<file path="src/rtl/roach_rst_pkg.sv">
`default_nettype none
// +----------------------------------------------------------------------------+
// | Module      : roach_rst_pkg                                                |
// | Description : Shared types and helpers for the ROACH2 reset sequencer.     |
// | Revision    : 1.0 - initial release                                        |
// +----------------------------------------------------------------------------+
package roach_rst_pkg;

    typedef enum logic [2:0] {
        ST_POR_HOLD    = 3'd0,
        ST_WAIT_LOCK   = 3'd1,
        ST_LOCK_SETTLE = 3'd2,
        ST_IDELAY_RST  = 3'd3,
        ST_IDELAY_WAIT = 3'd4,
        ST_RUN         = 3'd5,
        ST_FAULT       = 3'd6
    } seq_state_t;

    localparam int RELOCK_W = 8;

    // Wide enough to hold the largest timed-state reload value.
    function automatic int cnt_width(input int a, input int b, input int c, input int d);
        int m;
        m = a;
        if (b > m) m = b;
        if (c > m) m = c;
        if (d > m) m = d;
        return $clog2(m) + 1;
    endfunction

endpackage
`default_nettype wire

</file>
<file path="src/rtl/sync_2ff.sv">
`default_nettype none
// +----------------------------------------------------------------------------+
// | Module      : sync_2ff                                                     |
// | Description : Two-flop synchroniser bank for asynchronous level inputs.    |
// | Revision    : 1.0 - initial release                                        |
// +----------------------------------------------------------------------------+
module sync_2ff #(
    parameter int WIDTH = 1
) (
    input  logic             clk,
    input  logic             rst_n,
    input  logic [WIDTH-1:0] i_d,
    output logic [WIDTH-1:0] o_q
);

    logic [WIDTH-1:0] r_meta;
    logic [WIDTH-1:0] r_sync;

    always_ff @(posedge clk) begin
        if (!rst_n) begin
            r_meta <= '0;
            r_sync <= '0;
        end else begin
            r_meta <= i_d;
            r_sync <= r_meta;
        end
    end

    assign o_q = r_sync;

endmodule
`default_nettype wire

</file>
<file path="src/rtl/roach_rst_sequencer.sv">
`default_nettype none
// +----------------------------------------------------------------------------+
// | Module      : roach_rst_sequencer                                          |
// | Description : POR hold, lock qualification, IDELAYCTRL bring-up with retry |
// |               and user reset release, with relock counting and fault.      |
// | Revision    : 1.0 - initial release                                        |
// +----------------------------------------------------------------------------+
module roach_rst_sequencer
    import roach_rst_pkg::*;
#(
    parameter int                   NUM_LOCKS          = 2,
    parameter logic [NUM_LOCKS-1:0] LOCK_MASK          = '1,
    parameter int                   POR_CYCLES         = 1024,
    parameter int                   LOCK_STABLE_CYCLES = 4096,
    parameter int                   IDELAY_RST_CYCLES  = 16,
    parameter int                   IDELAY_TIMEOUT     = 1024,
    parameter int                   MAX_RETRIES        = 3
) (
    input  logic                 sys_clk,
    input  logic                 sys_rst_n,
    input  logic [NUM_LOCKS-1:0] clk_lock,
    input  logic                 idelay_rdy,
    input  logic                 soft_restart,
    output logic                 op_power_on_rst,
    output logic                 idelay_rst,
    output logic                 user_rst,
    output logic                 ready,
    output logic                 fault,
    output logic [RELOCK_W-1:0]  relock_count,
    output logic [2:0]           seq_state
);

    localparam int c_cnt_w   = cnt_width(POR_CYCLES, LOCK_STABLE_CYCLES,
                                         IDELAY_RST_CYCLES, IDELAY_TIMEOUT);
    localparam int c_retry_w = $clog2(MAX_RETRIES + 1);

    localparam logic [c_cnt_w-1:0]   c_por_load    = c_cnt_w'(POR_CYCLES - 1);
    localparam logic [c_cnt_w-1:0]   c_settle_load = c_cnt_w'(LOCK_STABLE_CYCLES - 1);
    localparam logic [c_cnt_w-1:0]   c_irst_load   = c_cnt_w'(IDELAY_RST_CYCLES - 1);
    localparam logic [c_cnt_w-1:0]   c_iwait_load  = c_cnt_w'(IDELAY_TIMEOUT - 1);
    localparam logic [c_retry_w-1:0] c_retry_max   = c_retry_w'(MAX_RETRIES);

    logic [NUM_LOCKS-1:0] w_lock_s;
    logic                 w_rdy_s;
    logic                 w_lock_ok;

    sync_2ff #(.WIDTH(NUM_LOCKS)) u_sync_lock (
        .clk   (sys_clk),
        .rst_n (sys_rst_n),
        .i_d   (clk_lock),
        .o_q   (w_lock_s)
    );

    sync_2ff #(.WIDTH(1)) u_sync_rdy (
        .clk   (sys_clk),
        .rst_n (sys_rst_n),
        .i_d   (idelay_rdy),
        .o_q   (w_rdy_s)
    );

    // Unmasked lock bits are forced high so they never gate the AND.
    assign w_lock_ok = &(w_lock_s | ~LOCK_MASK);

    seq_state_t            r_state;
    logic [c_cnt_w-1:0]    r_cnt;
    logic [c_retry_w-1:0]  r_retry;
    logic [RELOCK_W-1:0]   r_relock;
    logic                  r_por;
    logic                  r_idelay_rst;
    logic                  r_user_rst;
    logic                  r_ready;
    logic                  r_fault;

    seq_state_t            w_state_nxt;
    logic [c_cnt_w-1:0]    w_cnt_nxt;
    logic [c_retry_w-1:0]  w_retry_nxt;
    logic [c_retry_w-1:0]  w_retry_inc;
    logic [RELOCK_W-1:0]   w_relock_nxt;
    logic                  w_entry;
    logic                  w_cnt_zero;

    function automatic logic [c_cnt_w-1:0] f_load(input seq_state_t s);
        case (s)
            ST_POR_HOLD:    f_load = c_por_load;
            ST_LOCK_SETTLE: f_load = c_settle_load;
            ST_IDELAY_RST:  f_load = c_irst_load;
            ST_IDELAY_WAIT: f_load = c_iwait_load;
            default:        f_load = '0;
        endcase
    endfunction

    always_comb begin
        w_state_nxt  = r_state;
        w_retry_nxt  = r_retry;
        w_relock_nxt = r_relock;
        w_entry      = 1'b0;
        w_cnt_zero   = (r_cnt == '0);
        w_retry_inc  = r_retry + 1'b1;

        if (soft_restart) begin
            w_state_nxt = ST_POR_HOLD;
            w_entry     = 1'b1;
        end else begin
            case (r_state)
                ST_POR_HOLD: begin
                    if (w_cnt_zero) w_state_nxt = ST_WAIT_LOCK;
                end
                ST_WAIT_LOCK: begin
                    if (w_lock_ok) w_state_nxt = ST_LOCK_SETTLE;
                end
                ST_LOCK_SETTLE: begin
                    if (!w_lock_ok)      w_state_nxt = ST_WAIT_LOCK;
                    else if (w_cnt_zero) w_state_nxt = ST_IDELAY_RST;
                end
                ST_IDELAY_RST: begin
                    if (!w_lock_ok)      w_state_nxt = ST_WAIT_LOCK;
                    else if (w_cnt_zero) w_state_nxt = ST_IDELAY_WAIT;
                end
                ST_IDELAY_WAIT: begin
                    if (!w_lock_ok) begin
                        w_state_nxt = ST_WAIT_LOCK;
                    end else if (w_rdy_s) begin
                        w_state_nxt = ST_RUN;
                    end else if (w_cnt_zero) begin
                        w_retry_nxt = w_retry_inc;
                        w_state_nxt = (w_retry_inc == c_retry_max) ? ST_FAULT : ST_IDELAY_RST;
                    end
                end
                ST_RUN: begin
                    if (!w_lock_ok) begin
                        w_state_nxt = ST_WAIT_LOCK;
                        if (r_relock != {RELOCK_W{1'b1}}) w_relock_nxt = r_relock + 1'b1;
                    end
                end
                ST_FAULT: begin
                    w_state_nxt = ST_FAULT;
                end
                default: begin
                    w_state_nxt = ST_POR_HOLD;
                end
            endcase
        end

        if (w_state_nxt != r_state) w_entry = 1'b1;

        if (soft_restart ||
            (w_entry && (w_state_nxt == ST_WAIT_LOCK || w_state_nxt == ST_RUN)))
            w_retry_nxt = '0;

        if (w_entry)         w_cnt_nxt = f_load(w_state_nxt);
        else if (w_cnt_zero) w_cnt_nxt = '0;
        else                 w_cnt_nxt = r_cnt - 1'b1;
    end

    // Outputs decode the next state so they move on the entering edge.
    always_ff @(posedge sys_clk) begin
        if (!sys_rst_n) begin
            r_state      <= ST_POR_HOLD;
            r_cnt        <= c_por_load;
            r_retry      <= '0;
            r_relock     <= '0;
            r_por        <= 1'b1;
            r_idelay_rst <= 1'b0;
            r_user_rst   <= 1'b1;
            r_ready      <= 1'b0;
            r_fault      <= 1'b0;
        end else begin
            r_state      <= w_state_nxt;
            r_cnt        <= w_cnt_nxt;
            r_retry      <= w_retry_nxt;
            r_relock     <= w_relock_nxt;
            r_por        <= (w_state_nxt == ST_POR_HOLD);
            r_idelay_rst <= (w_state_nxt == ST_IDELAY_RST);
            r_user_rst   <= (w_state_nxt != ST_RUN);
            r_ready      <= (w_state_nxt == ST_RUN);
            r_fault      <= (w_state_nxt == ST_FAULT);
        end
    end

    assign op_power_on_rst = r_por;
    assign idelay_rst      = r_idelay_rst;
    assign user_rst        = r_user_rst;
    assign ready           = r_ready;
    assign fault           = r_fault;
    assign relock_count    = r_relock;
    assign seq_state       = r_state;

endmodule
`default_nettype wire

</file>
<file path="config.mk">
export PLATFORM = sky130hd
export DESIGN_NAME = roach_rst_sequencer
export DESIGN_NICKNAME = d
export VERILOG_FILES = /design/src/rtl/roach_rst_pkg.sv /design/src/rtl/sync_2ff.sv /design/src/rtl/roach_rst_sequencer.sv
export SDC_FILE = /design/constraint.sdc
export NUM_CORES = 1
export LEC_CHECK = 0
export ABC_AREA = 1
export CORE_UTILIZATION = 50
export CTS_CLUSTER_SIZE = 24
export DETAILED_ROUTE_END_ITERATION = 10
export PLACE_DENSITY_LB_ADDON = 0.08
export SYNTH_ARGS = -nofsm -noshare
export SYNTH_HDL_FRONTEND = slang
export SYNTH_HIERARCHICAL = 1
export SYNTH_SLANG_ARGS = --single-unit
</file>
<file path="constraint.sdc">
create_clock -name sys_clk -period 1.9 [get_ports sys_clk]
set_input_delay 0.38 -clock sys_clk [delete_from_list [all_inputs] [get_ports sys_clk]]
set_output_delay 0.38 -clock sys_clk [all_outputs]
set_load 0.05 [all_outputs]
</file>
==> impl_results.md <==
- Status: complete, but fails checks
- Failing checks: setup timing
- FFs w/ async S/R, synth: 0%
- Worst reg2reg path startpoint: seq_state[1]
- Area growth syn-to-layout: 40.9%
- Clock skew: 0.00496 ns
- First-pass GRT wire length: 6910 um
- CTS max path bufs: 2
- Number of flops mapped to enable cells by yosys: 0
- Final worst path period need: 1.92 ns
- Warnings, synthesis: 6
- Worst path required time: 2.12 ns
- P per Cell Area: 588 nW/um^2
- Reg2reg end: r_cnt[11]
- Compound-Gate Fraction of Synth Area: 7.12%
- Mapped cell area: 1970 sq um
- Relative slew slack: 65.3%
- Gr ovfl total: 0
- Full die area: 4190 sq um
- Final period util: 101%
- Number of global-route vias before repair: 1,597
- CP most frequent cell: nand2_4
- Commonest non-fill, non-tap cell in the layout: nor2_1
- Worst Hold Class: reg2reg
- Final net count: 328
- # diodes: 0
- Fmax: 521 MHz
- R2R setup slack: -0.02 ns
- Routed wire per std cell: 13.8 um
- CORE AREA: 3720 sq um
- Die height: 64.8 um
- Hold Path Depth: 2
- Drt initial violations: 150
- Hpwl dp: 3040 um
- Mean Syn Cell Area: 7.27 sq um
- Main combinational cell family by area after synthesis: simple AND/OR/NAND/NOR gates
- Post-Synth XOR/XNOR Area: 5.34%
- Finished Cell Area: 2770 sq um
- Cells after DPL: 349
- Clock transition at the registers of the reported paths: 0.08 ns
- Internal: 1240 uW
- Main synth FF type: dfxtp_1
- Fraction of layout cells with a size suffix above 1: 33.9%
- Reg2Reg Depth: 14
- Via count: 1,910
- Final count of hold timing violations: 0
- CP max-delay cell: dfxtp_4
- Post-synthesis simple-gate area fraction: 37.4%
- Synth cell types: 31
- Largest net degree at the start of global routing: 21
- Worst-Margin Slew: 0.519 ns
- Combinational share of power: 7.6%
- Worst hold start: u_sync_lock/r_meta[0]
- Sw Pwr: 391 uW
- # DRC: 0
- Dpl cell area: 2320 sq um
- Crit path DAT: 2.14 ns
- Proportion of synthesized area in mux cells: 0%
- Clock power frac: 43.1%
- Setup TNS: -0.0208 ns
- Sw Share: 24.0%
- Clock sink count: 37
- Sequential share of the synthesized area: 37.6%
- GRT Total Usage: 21.8%
- Crit-path max FO: 7
- I/O pin total: 22
- Non-Filler Instances: 367
- Initial antenna violation count: 0
- Depth of the CTS H-tree: 2
- Max Cap Viol: 0
- Initial Util: 53.0%
- Post-synth net total: 281
- Total wire length: 5060 um
- Seq cells post-synth: 37
- Flop pwr share: 49.3%
- Row Count: 22
- WS Path Type: reg2reg
- Fin util: 74.6%
- Root Buffer: clkbuf_8
- Lkg Pwr: 0.00125 uW
- Slowest stage delay, CP: 0.39 ns
- Die width: 64.8 um
- Clk Latency, worst-skew pair: 0.30 ns
- Critical Path Sink Type: register
- RSZ-0062 raised after global routing: yes
- Post-synthesis adder-cell area fraction: 2.54%
- Final setup violation count: 1
- Vias/cell: 5.20
- Initial DRT Pass Iterations: 6
- Final Max Tran Viols: 0
- Number of port buffers: 21
- Most frequent cells in the layout: nor2_1 (34), nand2_1 (33), inv_1 (32)
- Post-Syn Instances: 271
- Total CTS buffers: 5
- Hold EP: u_sync_lock/o_q[0]
- Crit path launch type: register
- PnR worst setup slack: -0.0208 ns
- Cell breakdown of the critical path: inv_4 > nand2_2 > nor2_4 > nand2_1 > a21oi_2 > nand2_2 > nand2_4 > nand2_4 > nand2_4 > nand2_4 > nor2_8 > buf_12 > nand3_1 > a21oi_1
- Post-route ant nets: 0
- GP Congestion: 0.890
- Number of fill cells in the layout: 262
- CTS tree: yes
- Peak supply drop: 0.590 mV
==> synthesized netlist by cell type, drive strengths merged, types with 4 or more instances <==
cell,number,area [sq um]
inv,37,139
ha,4,50.1
dfxtp,37,741
nand3,33,180
nor3,7,35.0
xor2,9,78.8
o21ai,9,45.0
a21oi,13,72.6
nand2,57,269
nor2,45,208
==> state kept, by name (all words and copies together), names as in the netlist <==
register            flops
fault                   1
idelay_rst              1
op_power_on_rst         1
r_cnt                  13
r_retry                 2
ready                   1
relock_count            8
seq_state               3
u_sync_lock/o_q         2
u_sync_lock/r_meta      2
u_sync_rdy/o_q          1
u_sync_rdy/r_meta       1
user_rst                1
==> area by class of cell <==
type,count,area [sq um],area share (%)
clock buffers,5,68.8,2.48
clock inverters,3,46.3,1.67
inverters,38,150,5.41
multi-input cells,190,1240,44.6
flip-flops and latches,37,761,27.4
well taps,48,60.1,2.17
repair buffers,46,450,16.2
==> worst max-delay path, delay by kind of cell, from the launching register on <==
family | cells | cell delay [ns]
and+or+nand+nor | 10 | 0.91
buffers and inverters | 2 | 0.22
AOI/OAI and AO/OA | 2 | 0.33
DFF | 1 | 0.39
==> metal layers <==
metal	vias up	part of all wire, %	GRT usage [%]
met2	62	49	36.6
met3	13	4.7	5.46
met1	882	44	27.0
li1	953	-	-
met4	0	1.7	7.22
met5	-	0	0
==> kinds of logic (layout without fill, tap and decap cells) <==
kind of cell / count (synthesis) / count (layout)
xor gates and xnor gates: 12 / 12
DFF: 37 / 37
AOI/OAI and AO/OA: 25 / 25
buffers and inverters: 44 / 92
adders and majority gates: 4 / 4
and+or+nand+nor: 149 / 149
==> stage by stage <==
| stage | power (uW) | setup slack [ns] | hold slack (ns) |
|---|---|---|---|
| 3_5_place_dp | 924 | -0.0454 | 0.402 |
| 6_report | 1630 | -0.0208 | 0.425 |
| 5_1_grt | 1690 | -0.126 | 0.455 |
| 2_1_floorplan | 885 | 0.0459 | 0.390 |
| 4_1_cts | 1610 | 0.0115 | 0.421 |
| 3_3_place_gp | 923 | -0.0676 | 0.392 |
==> how the worst max path moves through the flow <==
stage | start | to | slack, ns | depth (start not counted)
floorplan | seq_state[0] | r_cnt[0] | 0.05 | 14
global placement | soft_restart | relock_count[7] | -0.07 | 7
detailed placement | soft_restart | relock_count[7] | -0.05 | 7
CTS | r_cnt[0] | r_cnt[6] | 0.01 | 15
global route | r_cnt[10] | r_cnt[11] | -0.13 | 14
finish | seq_state[1] | r_cnt[11] | -0.02 | 14
==> repair_timing <==
action / in CTS / in global routing
resized for setup: 4 / 55
pin swaps: 0 / 22
cloned: 0 / 2
endpoints found under the setup margin: 14 / 23
setup buffers: 0 / 8
hold buffers: 0 / 0
==> power groups by stage <==
stage	combinational, uW	sequential, uW	clock, uW
5_1_grt	137	805	750
3_3_place_gp	103	819	0
4_1_cts	106	801	708
2_1_floorplan	66.6	819	0
3_5_place_dp	104	820	0
6_report	124	804	703
(Power assumes the default switching activity.)
